--- src/rtl/reg_writeback_queue.sv ---
// reg_writeback_queue
//   Write-side front end for the 32x32 register file. Load-path (mem) and ALU-path
//   write-back requests are merged into the register file's single write port through
//   a small in-order circular queue. The head entry is presented combinationally on
//   wb_reg/wb_data with wb_enable = !empty and is popped on every posedge where
//   wb_enable is high; the register file samples on the following negedge.
//   Decode gets a combinational pending-write query on its two read indices.
//
//   Optional feature macro: REG_WB_FORWARD_EN
//     defined   : adds fwd_data_j/fwd_data_k carrying the data of the newest queued
//                 entry that targets the queried register (0 when none or index 0).
//     undefined : no forwarding ports; decode stalls while pending_* is high.

module reg_writeback_queue #(
   parameter int REGISTER_INDEX_SIZE = 5,
   parameter int DATA_SIZE           = 32,
   parameter int DEPTH               = 4
) (
   input  logic                           clk,
   input  logic                           rst,
   input  logic                           mem_valid,
   input  logic [REGISTER_INDEX_SIZE-1:0] mem_reg,
   input  logic [DATA_SIZE-1:0]           mem_data,
   output logic                           mem_ready,
   input  logic                           alu_valid,
   input  logic [REGISTER_INDEX_SIZE-1:0] alu_reg,
   input  logic [DATA_SIZE-1:0]           alu_data,
   output logic                           alu_ready,
   output logic [REGISTER_INDEX_SIZE-1:0] wb_reg,
   output logic [DATA_SIZE-1:0]           wb_data,
   output logic                           wb_enable,
   input  logic [REGISTER_INDEX_SIZE-1:0] query_j,
   input  logic [REGISTER_INDEX_SIZE-1:0] query_k,
   output logic                           pending_j,
   output logic                           pending_k,
   output logic                           empty
`ifdef REG_WB_FORWARD_EN
   ,output logic [DATA_SIZE-1:0]          fwd_data_j
   ,output logic [DATA_SIZE-1:0]          fwd_data_k
`endif
);

   // Pointer and occupancy widths; the count needs one extra value to express "full".
   localparam int PW = $clog2(DEPTH);
   localparam int CW = $clog2(DEPTH + 1);

   localparam logic [CW-1:0]                  FULL_C   = CW'(DEPTH);
   localparam logic [CW-1:0]                  ALMOST_C = CW'(DEPTH - 2);
   localparam logic [CW-1:0]                  CNT_ZERO = {CW{1'b0}};
   localparam logic [PW-1:0]                  PTR_ZERO = {PW{1'b0}};
   localparam logic [REGISTER_INDEX_SIZE-1:0] REG_ZERO = {REGISTER_INDEX_SIZE{1'b0}};
   localparam logic [DATA_SIZE-1:0]           DAT_ZERO = {DATA_SIZE{1'b0}};

   // Queue storage and bookkeeping.
   logic [REGISTER_INDEX_SIZE-1:0] reg_mem_r  [DEPTH];
   logic [DATA_SIZE-1:0]           data_mem_r [DEPTH];
   logic [PW-1:0]                  head_r;
   logic [PW-1:0]                  tail_r;
   logic [CW-1:0]                  count_r;

   // Per-cycle control.
   logic                           mem_push_s;
   logic                           alu_push_s;
   logic                           pop_s;
   logic [PW-1:0]                  alu_slot_s;
   logic [PW-1:0]                  tail_next_s;
   logic [PW-1:0]                  head_next_s;
   logic [CW-1:0]                  count_next_s;

   // Hazard search results.
   logic                           hit_j_s;
   logic                           hit_k_s;
`ifdef REG_WB_FORWARD_EN
   logic [DATA_SIZE-1:0]           fwd_j_s;
   logic [DATA_SIZE-1:0]           fwd_k_s;
`endif

   // Readiness from the registered count only: a pop this cycle never frees space
   // early, and alu only gets a slot when a simultaneous mem request leaves room.
   always_comb begin
      mem_ready = (count_r < FULL_C);
      if (mem_valid) begin
         alu_ready = (count_r <= ALMOST_C);
      end else begin
         alu_ready = (count_r < FULL_C);
      end
   end

   // Accept/push/pop decisions; index-0 requests are accepted but never stored.
   always_comb begin
      mem_push_s   = mem_valid && mem_ready && (mem_reg != REG_ZERO);
      alu_push_s   = alu_valid && alu_ready && (alu_reg != REG_ZERO);
      pop_s        = (count_r != CNT_ZERO);
      alu_slot_s   = tail_r + PW'(mem_push_s);
      tail_next_s  = tail_r + PW'(mem_push_s) + PW'(alu_push_s);
      head_next_s  = head_r + PW'(pop_s);
      count_next_s = count_r + CW'(mem_push_s) + CW'(alu_push_s) - CW'(pop_s);
   end

   // Pointer and occupancy registers; reset discards every in-flight entry.
   always_ff @(posedge clk or posedge rst) begin
      if (rst) begin
         head_r  <= PTR_ZERO;
         tail_r  <= PTR_ZERO;
         count_r <= CNT_ZERO;
      end else begin
         head_r  <= head_next_s;
         tail_r  <= tail_next_s;
         count_r <= count_next_s;
      end
   end

   // Entry storage; the mem entry is older so it takes the tail slot before alu.
   always_ff @(posedge clk or posedge rst) begin
      if (rst) begin
         for (int i = 0; i < DEPTH; i++) begin
            reg_mem_r[i]  <= REG_ZERO;
            data_mem_r[i] <= DAT_ZERO;
         end
      end else begin
         if (mem_push_s) begin
            reg_mem_r[tail_r]  <= mem_reg;
            data_mem_r[tail_r] <= mem_data;
         end
         if (alu_push_s) begin
            reg_mem_r[alu_slot_s]  <= alu_reg;
            data_mem_r[alu_slot_s] <= alu_data;
         end
      end
   end

   // Write-port drive: the head entry is shown straight from storage so it is
   // stable for the whole cycle and the register file can sample it at the negedge.
   always_comb begin
      empty     = (count_r == CNT_ZERO);
      wb_enable = !empty;
      wb_reg    = reg_mem_r[head_r];
      wb_data   = data_mem_r[head_r];
   end

`ifdef REG_WB_FORWARD_EN
   // Hazard search from oldest to newest so the last match wins the forward data.
   always_comb begin
      hit_j_s = 1'b0;
      hit_k_s = 1'b0;
      fwd_j_s = DAT_ZERO;
      fwd_k_s = DAT_ZERO;
      for (int k = 0; k < DEPTH; k++) begin
         if ((CW'(k) < count_r) && (reg_mem_r[head_r + PW'(k)] == query_j)) begin
            hit_j_s = 1'b1;
            fwd_j_s = data_mem_r[head_r + PW'(k)];
         end else begin
            hit_j_s = hit_j_s;
         end
         if ((CW'(k) < count_r) && (reg_mem_r[head_r + PW'(k)] == query_k)) begin
            hit_k_s = 1'b1;
            fwd_k_s = data_mem_r[head_r + PW'(k)];
         end else begin
            hit_k_s = hit_k_s;
         end
      end
   end

   // Forward outputs; register 0 never has a pending value.
   always_comb begin
      if (query_j != REG_ZERO) begin
         fwd_data_j = fwd_j_s;
      end else begin
         fwd_data_j = DAT_ZERO;
      end
      if (query_k != REG_ZERO) begin
         fwd_data_k = fwd_k_s;
      end else begin
         fwd_data_k = DAT_ZERO;
      end
   end
`else
   // Hazard search over the valid window (head included, it is still being written).
   always_comb begin
      hit_j_s = 1'b0;
      hit_k_s = 1'b0;
      for (int k = 0; k < DEPTH; k++) begin
         if ((CW'(k) < count_r) && (reg_mem_r[head_r + PW'(k)] == query_j)) begin
            hit_j_s = 1'b1;
         end else begin
            hit_j_s = hit_j_s;
         end
         if ((CW'(k) < count_r) && (reg_mem_r[head_r + PW'(k)] == query_k)) begin
            hit_k_s = 1'b1;
         end else begin
            hit_k_s = hit_k_s;
         end
      end
   end
`endif

   // Pending flags; register 0 is hard-wired and can never be a hazard.
   always_comb begin
      if (query_j != REG_ZERO) begin
         pending_j = hit_j_s;
      end else begin
         pending_j = 1'b0;
      end
      if (query_k != REG_ZERO) begin
         pending_k = hit_k_s;
      end else begin
         pending_k = 1'b0;
      end
   end

   reg_writeback_queue_checker #(
      .DEPTH (DEPTH),
      .CW    (CW)
   ) u_checker (
      .clk       (clk),
      .rst       (rst),
      .count     (count_r),
      .mem_ready (mem_ready),
      .alu_ready (alu_ready),
      .wb_enable (wb_enable),
      .empty     (empty)
   );

endmodule

// reg_writeback_queue_checker
//   Structural invariants of the write-back queue, kept apart from the datapath.
module reg_writeback_queue_checker #(
   parameter int DEPTH = 4,
   parameter int CW    = 3
) (
   input logic          clk,
   input logic          rst,
   input logic [CW-1:0] count,
   input logic          mem_ready,
   input logic          alu_ready,
   input logic          wb_enable,
   input logic          empty
);

   // Occupancy never exceeds the storage.
   a_count_bound: assert property (@(posedge clk) disable iff (rst)
      count <= CW'(DEPTH));

   // A full queue refuses both requesters.
   a_full_stall: assert property (@(posedge clk) disable iff (rst)
      (count == CW'(DEPTH)) |-> (!mem_ready && !alu_ready));

   // The write port is active exactly when something is queued.
   a_drain: assert property (@(posedge clk) disable iff (rst)
      wb_enable == !empty);

endmodule

--- config.mk ---
export PLATFORM = sky130hd
export DESIGN_NAME = reg_writeback_queue
export DESIGN_NICKNAME = d
export VERILOG_FILES = /design/src/rtl/reg_writeback_queue.sv
export SDC_FILE = /design/constraint.sdc
export NUM_CORES = 1
export LEC_CHECK = 0
export ABC_AREA = 1
export CORE_ASPECT_RATIO = 1.1
export CORE_MARGIN = 1.5
export CORE_UTILIZATION = 57
export DETAILED_ROUTE_END_ITERATION = 10
export GPL_ROUTABILITY_DRIVEN = 0
export PLACE_DENSITY = 0.8
export SLEW_MARGIN = 20
export SYNTH_ARGS = -nofsm -noshare
export SYNTH_HDL_FRONTEND = slang
export SYNTH_HIERARCHICAL = 1
export SYNTH_SLANG_ARGS = --single-unit
--- constraint.sdc ---
create_clock -name clk -period 6.4 [get_ports clk]
set_input_delay 1.6 -clock clk [delete_from_list [all_inputs] [get_ports clk]]
set_output_delay 1.6 -clock clk [all_outputs]
set_load 0.01 [all_outputs]
==> impl_metrics.json, run 1 <==
{
  "post_drt_wl_per_cell_um": 15.4,
  "leakage_nw": 5.80,
  "ys_seq_area_share_pct": 38.4,
  "yosys_most_used_dff": "dfrtp_1",
  "routed_wl_um": 27900,
  "crit_type": "in2out",
  "finalCritPeriodShare_pct": 79.4,
  "required_ns": 4.80,
  "cp_cell_sequence": "clkdlybuf4s50_1 > inv_1 > nand3_1 > nand2_1 > nor2_1 > nand3_1 > nand2_1 > nor2_1 > nor2_1 > clkdlybuf4s50_1",
  "grt_pass1_vias": 9441,
  "cts_htree_levels": 4,
  "finalPower_mw": 6.22,
  "slowest_delay_ns": 0.57,
  "synth_cell_types": 28,
  "relSlewSlack_pct": 29.8,
  "setup_violations": 0,
  "vias_per_cell": 5.53,
  "yosysWarnings": 6,
  "drv_slew": 0,
  "antenna_found_initial": 1,
  "die_h_um": 143,
  "crit_slowest_cell": "clkdlybuf4s50_1",
  "synth_nets": 1584,
  "core_area_um2": 17200,
  "dp.cells": 1771,
  "ir_worst_vdd_v": 0.000244,
  "clock_sinks": 155,
  "yosys.area.top_type": "dfrtp_1",
  "syn_inst": 1488,
  "regArea_um2": 3880,
  "die_w_um": 130,
  "dpl.hpwl_um": 17700,
  "final_common_cell": "nand2_1",
  "rows": 50,
  "skew_ns": 0.00892,
  "synthArstFlopShare_pct": 100,
  "drive_gt1_share_pct": 4.84,
  "drtIter0Drc": 809,
  "port_buffers": 130,
  "status": "complete, no violations",
  "clk_path_buf_depth": 2,
  "syn_to_final_growth_pct": 16.4,
  "track_usage_pct": 31.9,
  "cts_tree": "done",
  "final_cell_mix": "528 x nand2_1, 178 x nand3_1, 166 x o21ai_1, 153 x dfrtp_1, 132 x o21ai_0",
  "die_area_um2": 18500,
  "multi_input_area_um2": 5040,
  "cts_resized": 0,
  "root_buffer": "clkbuf_16",
  "worstPathArrival_ns": 3.48,
  "hold_buffers": 0,
  "yosysTopAreaCellShare_pct": 38.4,
  "max_cap_viol_count": 0,
  "rsz0062_at_grt": "false",
  "drc": 0,
  "initial_utilization_pct": 58.7,
  "syn_area_um2": 10100,
  "grt_start_max_net_pins": 57,
  "fillers": 1533,
  "finalHoldViolCount": 0,
  "clock.fmax_ghz": 0.197,
  "grt_overflow": 0,
  "end_kind": "output port",
  "setup_tns_ns": 0,
  "synth_edf_count": 0,
  "final_cells": 1804,
  "postSynthAreaPerCell_um2": 6.79,
  "ant_nets": 0,
  "ys_seq_elements": 155,
  "grt_pass1_wl_um": 46400,
  "nNetsFinal": 1652,
  "crit_fanout": 5,
  "start_kind": "input pin",
  "p_per_area_nw_per_um2": 529,
  "first_pass_iters": 5,
  "clk_pin_slew_ns": 0.06,
  "synth_area_leaders": "dfrtp_1 38%, nand2_1 20%, nand3_1 8.8%",
  "cpMostUsedCell": "nor2_1",
  "cp_top_family": "buffers and inverters",
  "clk_latency_ns": 0.43,
  "numCtsBuffers": 17,
  "worstHoldPathType": "reg2reg",
  "num_vias": 9984,
  "tightest_slew_ns": 1.05,
  "crit_buf_inv": 3,
  "fin_crit_ns": 5.08,
  "io_pins": 131,
  "post_cts_buffers": 0
}
power breakdown:
group	switching (mW)	total [mW]	internal, mW
clock	0.417	1.01	0.598
sequential	0.301	1.74	1.44
combinational	2.11	3.46	1.35
final timing paths:
check                                     from              end  slack [ns]  depth (start not counted)
worst min register to register  data_mem_r[32]   data_mem_r[32]        0.59                          4
min in group asynchronous                  rst   data_mem_r[35]        1.58                          2
worst max-delay path                query_j[2]        pending_j        1.32                         10
worst max register to register      count_r[2]  data_mem_r[109]        3.34                          9
max in group asynchronous                  rst        head_r[0]        3.66                          3
worst min-delay path            data_mem_r[32]   data_mem_r[32]        0.59                          4
through the flow:
stage               hold slack, ns  setup WS (ns)  cell area (µm²)  util (%)
finish                       0.586           1.32            11800      68.4
global route                 0.620           1.05            11800      68.3
CTS                          0.588           1.39            11800      68.3
detailed placement           0.572           1.40            11200      64.8
global placement             0.566           1.42            11200      64.8
floorplan                    0.488          0.622            10100         -
cells by family after synthesis:
kind of cell / after synthesis / synth area share, %
fa+ha+maj: 8 / 1.14
buf+inv: 229 / 11.8
flops: 155 / 38.4
xor+xnor: 4 / 0.421
simple gates: 790 / 33.0
compound gates: 302 / 15.3
synth_stat cells (all sizes together) (3+ instances only):
cell / number
nor2: 36
o21ai: 298
a21oi: 3
xnor2: 3
nand2: 531
dfrtp: 155
clkbuf: 15
nand3: 186
nand4: 33
buf: 87
ha: 6
nor3: 4
inv: 127
per-layer routing:
layer | global-route usage (%) | routed length, µm
met5 | 0 | 0
met4 | 12.6 | 854
met3 | 5.55 | 2040
met2 | 52.6 | 13200
met1 | 41.9 | 11700
flip-flops by register name, summed over array words and instances, names as in the netlist:
| signal | cells |
|---|---|
| count_r | 3 |
| data_mem_r | 128 |
| head_r | 2 |
| reg_mem_r | 20 |
| tail_r | 2 |
final cells by class:
cell class / instances / share of cell area (%)
Antenna cell: 1 / 0.0213
Clock buffer: 20 / 3.88
Clock inverter: 12 / 1.19
Inverter: 127 / 4.16
Multi-Input combinational cell: 1104 / 42.9
Sequential cell: 155 / 33.0
Tap cell: 234 / 2.49
Timing Repair Buffer: 151 / 12.4
worst register-to-register path, delay by kind of cell, from the launching register on:
family,cells,cell delay (ns)
and+or+nand+nor,4,1.19
buffers and inverters,2,0.65
DFF,1,0.53
xor gates and xnor gates,1,0.29
adders and majority gates,1,0.21
AOI/OAI and AO/OA,1,0.07
(Power assumes the default switching activity.)
==> run 2, diff against run 1 <==
- CORE_UTILIZATION: 57 -> 51
- PLACE_DENSITY: 0.8 -> 0.76
- clock period: 6.4 -> 4.6 ns (I/O delays scaled with it)
==> run 2 against run 1 <==
Net effect:
- global-route usage shrank 3.2 points
- non-clock buffer count rose by 5
- power increased by 42%
- count of clock-buffer cells in the layout fell by 1
- critical path type is now reg2out
- register-to-register slack lost 1.2 ns
- flip-flop and latch count did not move
- combinational power grew 42%
- cell area rose by 1.1%
- sequential power grew 39%
- clock skew is 0.0016 ns higher
- critical endpoint unchanged
- critical path depth grew 2
==> impl_metrics.json, run 2 (same netlist as run 1, synthesis figures left out) <==
{
  "status": "complete, no violations",
  "routed_wl_um": 28500,
  "grt_pass1_vias": 9255,
  "relSlewSlack_pct": 40.7,
  "antenna_found_initial": 2,
  "cpMostUsedCell": "nand2_1",
  "final_common_cell": "nand2_1",
  "final_cell_mix": "526 x nand2_1, 178 x nand3_1, 166 x o21ai_1, 153 x dfrtp_1, 132 x o21ai_0",
  "crit_type": "reg2out",
  "cts_tree": "done",
  "layout_setup_ws_ns": 0.218,
  "io_pins": 131,
  "comb_power_share_pct": 55.6,
  "tightest_slew_ns": 0.888,
  "setup_violations": 0,
  "end_kind": "output port",
  "grt_start_max_net_pins": 62,
  "initial_utilization_pct": 52.4,
  "clk_path_buf_depth": 2,
  "leakage_nw": 5.86,
  "largest_reg_flops": 128,
  "drive_gt1_share_pct": 5.27,
  "core_area_um2": 19300,
  "max_cap_viol_count": 0,
  "dpl.hpwl_um": 18100,
  "startpoint": "head_r[0]",
  "cp_cell_sequence": "buf_4 > nand2_1 > nand3_1 > nand2_1 > nand2_1 > nand2_1 > nor2_1 > nand3_1 > nand2_1 > nor2_1 > nor2_1 > clkdlybuf4s50_1",
  "die_h_um": 151,
  "hold_buffers": 0,
  "die_w_um": 137,
  "regToRegStartpoint": "count_r[2]",
  "largestRegisters": "data_mem_r x128, reg_mem_r x20, count_r x3",
  "clk_latency_ns": 0.43,
  "root_buffer": "clkbuf_16",
  "post_drt_wl_per_cell_um": 15.6,
  "finalPower_mw": 8.84,
  "grt_pass1_wl_um": 46600,
  "clk_pin_slew_ns": 0.07,
  "clock.fmax_ghz": 0.228,
  "worstPathArrival_ns": 3.23,
  "worstHoldPathType": "reg2reg",
  "track_usage_pct": 28.7,
  "fin_crit_ns": 4.38,
  "ir_worst_vdd_v": 0.000386,
  "slowest_delay_ns": 0.58,
  "first_pass_iters": 8,
  "drv_slew": 0,
  "switchingPower_mw": 4.01,
  "numCtsBuffers": 17,
  "drtIter0Drc": 966,
  "finalCritPeriodShare_pct": 95.3,
  "rsz0062_at_grt": "false",
  "drc": 0,
  "p_per_area_nw_per_um2": 743,
  "syn_to_final_growth_pct": 17.7,
  "switching_share_pct": 45.3,
  "min-delay-start": "data_mem_r[32]",
  "required_ns": 3.45,
  "rows": 53,
  "skew_ns": 0.0106,
  "die_area_um2": 20700,
  "vias_per_cell": 5.58,
  "power_frac_clock_pct": 17.1,
  "grt_overflow": 0,
  "nNetsFinal": 1657,
  "port_buffers": 130,
  "dp_slack_ns": 0.483,
  "p_int_mw": 4.84,
  "cp_top_family": "buffers and inverters",
  "crit_buf_inv": 2,
  "cts_htree_levels": 4,
  "crit_slowest_cell": "dfrtp_2",
  "post_cts_buffers": 0,
  "num_vias": 10200,
  "setup_tns_ns": 0,
  "seqPwrFrac_pct": 27.3,
  "clock_sinks": 155,
  "crit_fanout": 57,
  "top_register": "data_mem_r",
  "ant_nets": 0,
  "start_kind": "flip-flop",
  "finalHoldViolCount": 0
}
-- run 2: changes by cell type in the layout (fill, tap and decap cells not counted), sizes merged --
| cell | before | now |
|---|---|---|
| bufinv | 2 | 4 |
| inv | 128 | 129 |
| clkinv | 6 | 4 |
| clkbuf | 20 | 19 |
| buf | 21 | 26 |
-- run 2: repair_timing --
item / 4_1_cts / 5_1_grt
endpoints found under the setup margin: 0 / 2
hold endpoints to repair: 0 / 0
gates resized for setup: 0 / 2
-- run 2: path summary, 6_finish.rpt --
path | slack (ns) | cells past startpoint | endpoint
setup / recovery | 0.22 | 12 | pending_j
hold / removal | 0.58 | 4 | data_mem_r[32]
setup reg to reg | 2.14 | 10 | data_mem_r[10]
hold reg to reg | 0.58 | 4 | data_mem_r[32]
max in group asynchronous | 2.54 | 3 | data_mem_r[85]
min in group asynchronous | 1.26 | 2 | data_mem_r[99]
-- run 2: power by group through the flow --
stage	clock network [mW]	registers (mW)	logic, mW
after detailed placement	0	2.42	4.83
after CTS	1.53	2.41	4.87
after global placement	0	2.40	4.75
after floorplan	0	2.32	3.51
final	1.51	2.42	4.91
after global routing	1.58	2.49	5.54
-- run 2: area by class of cell --
type / count / area, µm²
Fill cell: 1788 / 7400
Sequential cell: 155 / 3880
Multi-Input combinational cell: 1104 / 5040
Clock buffer: 19 / 443
Clock inverter: 13 / 189
Antenna cell: 1 / 2.50
Timing Repair Buffer: 156 / 1550
Tap cell: 247 / 309
Inverter: 127 / 488
-- run 2: per-stage QoR --
stage	utilization [%]	hold slack, ns	instance area (µm²)	instances
2_1_floorplan	-	0.488	10100	1488
3_3_place_gp	58.3	0.565	11300	1789
3_5_place_dp	58.3	0.572	11300	1789
4_1_cts	61.6	0.587	11900	1821
5_1_grt	61.6	0.619	11900	1821
6_report	61.6	0.582	11900	1822
-- run 2: worst min-delay path, delay by kind of cell, from the launching register on --
kind	cells	cell delay, ns
AO/OA/AOI/OAI	2	0.11
flip-flops	1	0.34
AND/OR/NAND/NOR	2	0.09
-- run 2: per-layer routing --
layer,vias to the layer above,wire (µm),part of all wire [%],GRT usage (%)
li1,5014,-,-,-
met1,4566,12000,42,38.4
met2,510,13400,47,47.0
met3,67,2370,8.3,5.19
met4,2,656,2.3,10.1
met5,-,12,0.042,0
==> run 3, diff against run 2 <==
- CAP_MARGIN: default -> 20
==> results of run 3 <==
The final DEF is identical to that of run 2; final timing and power are the same.
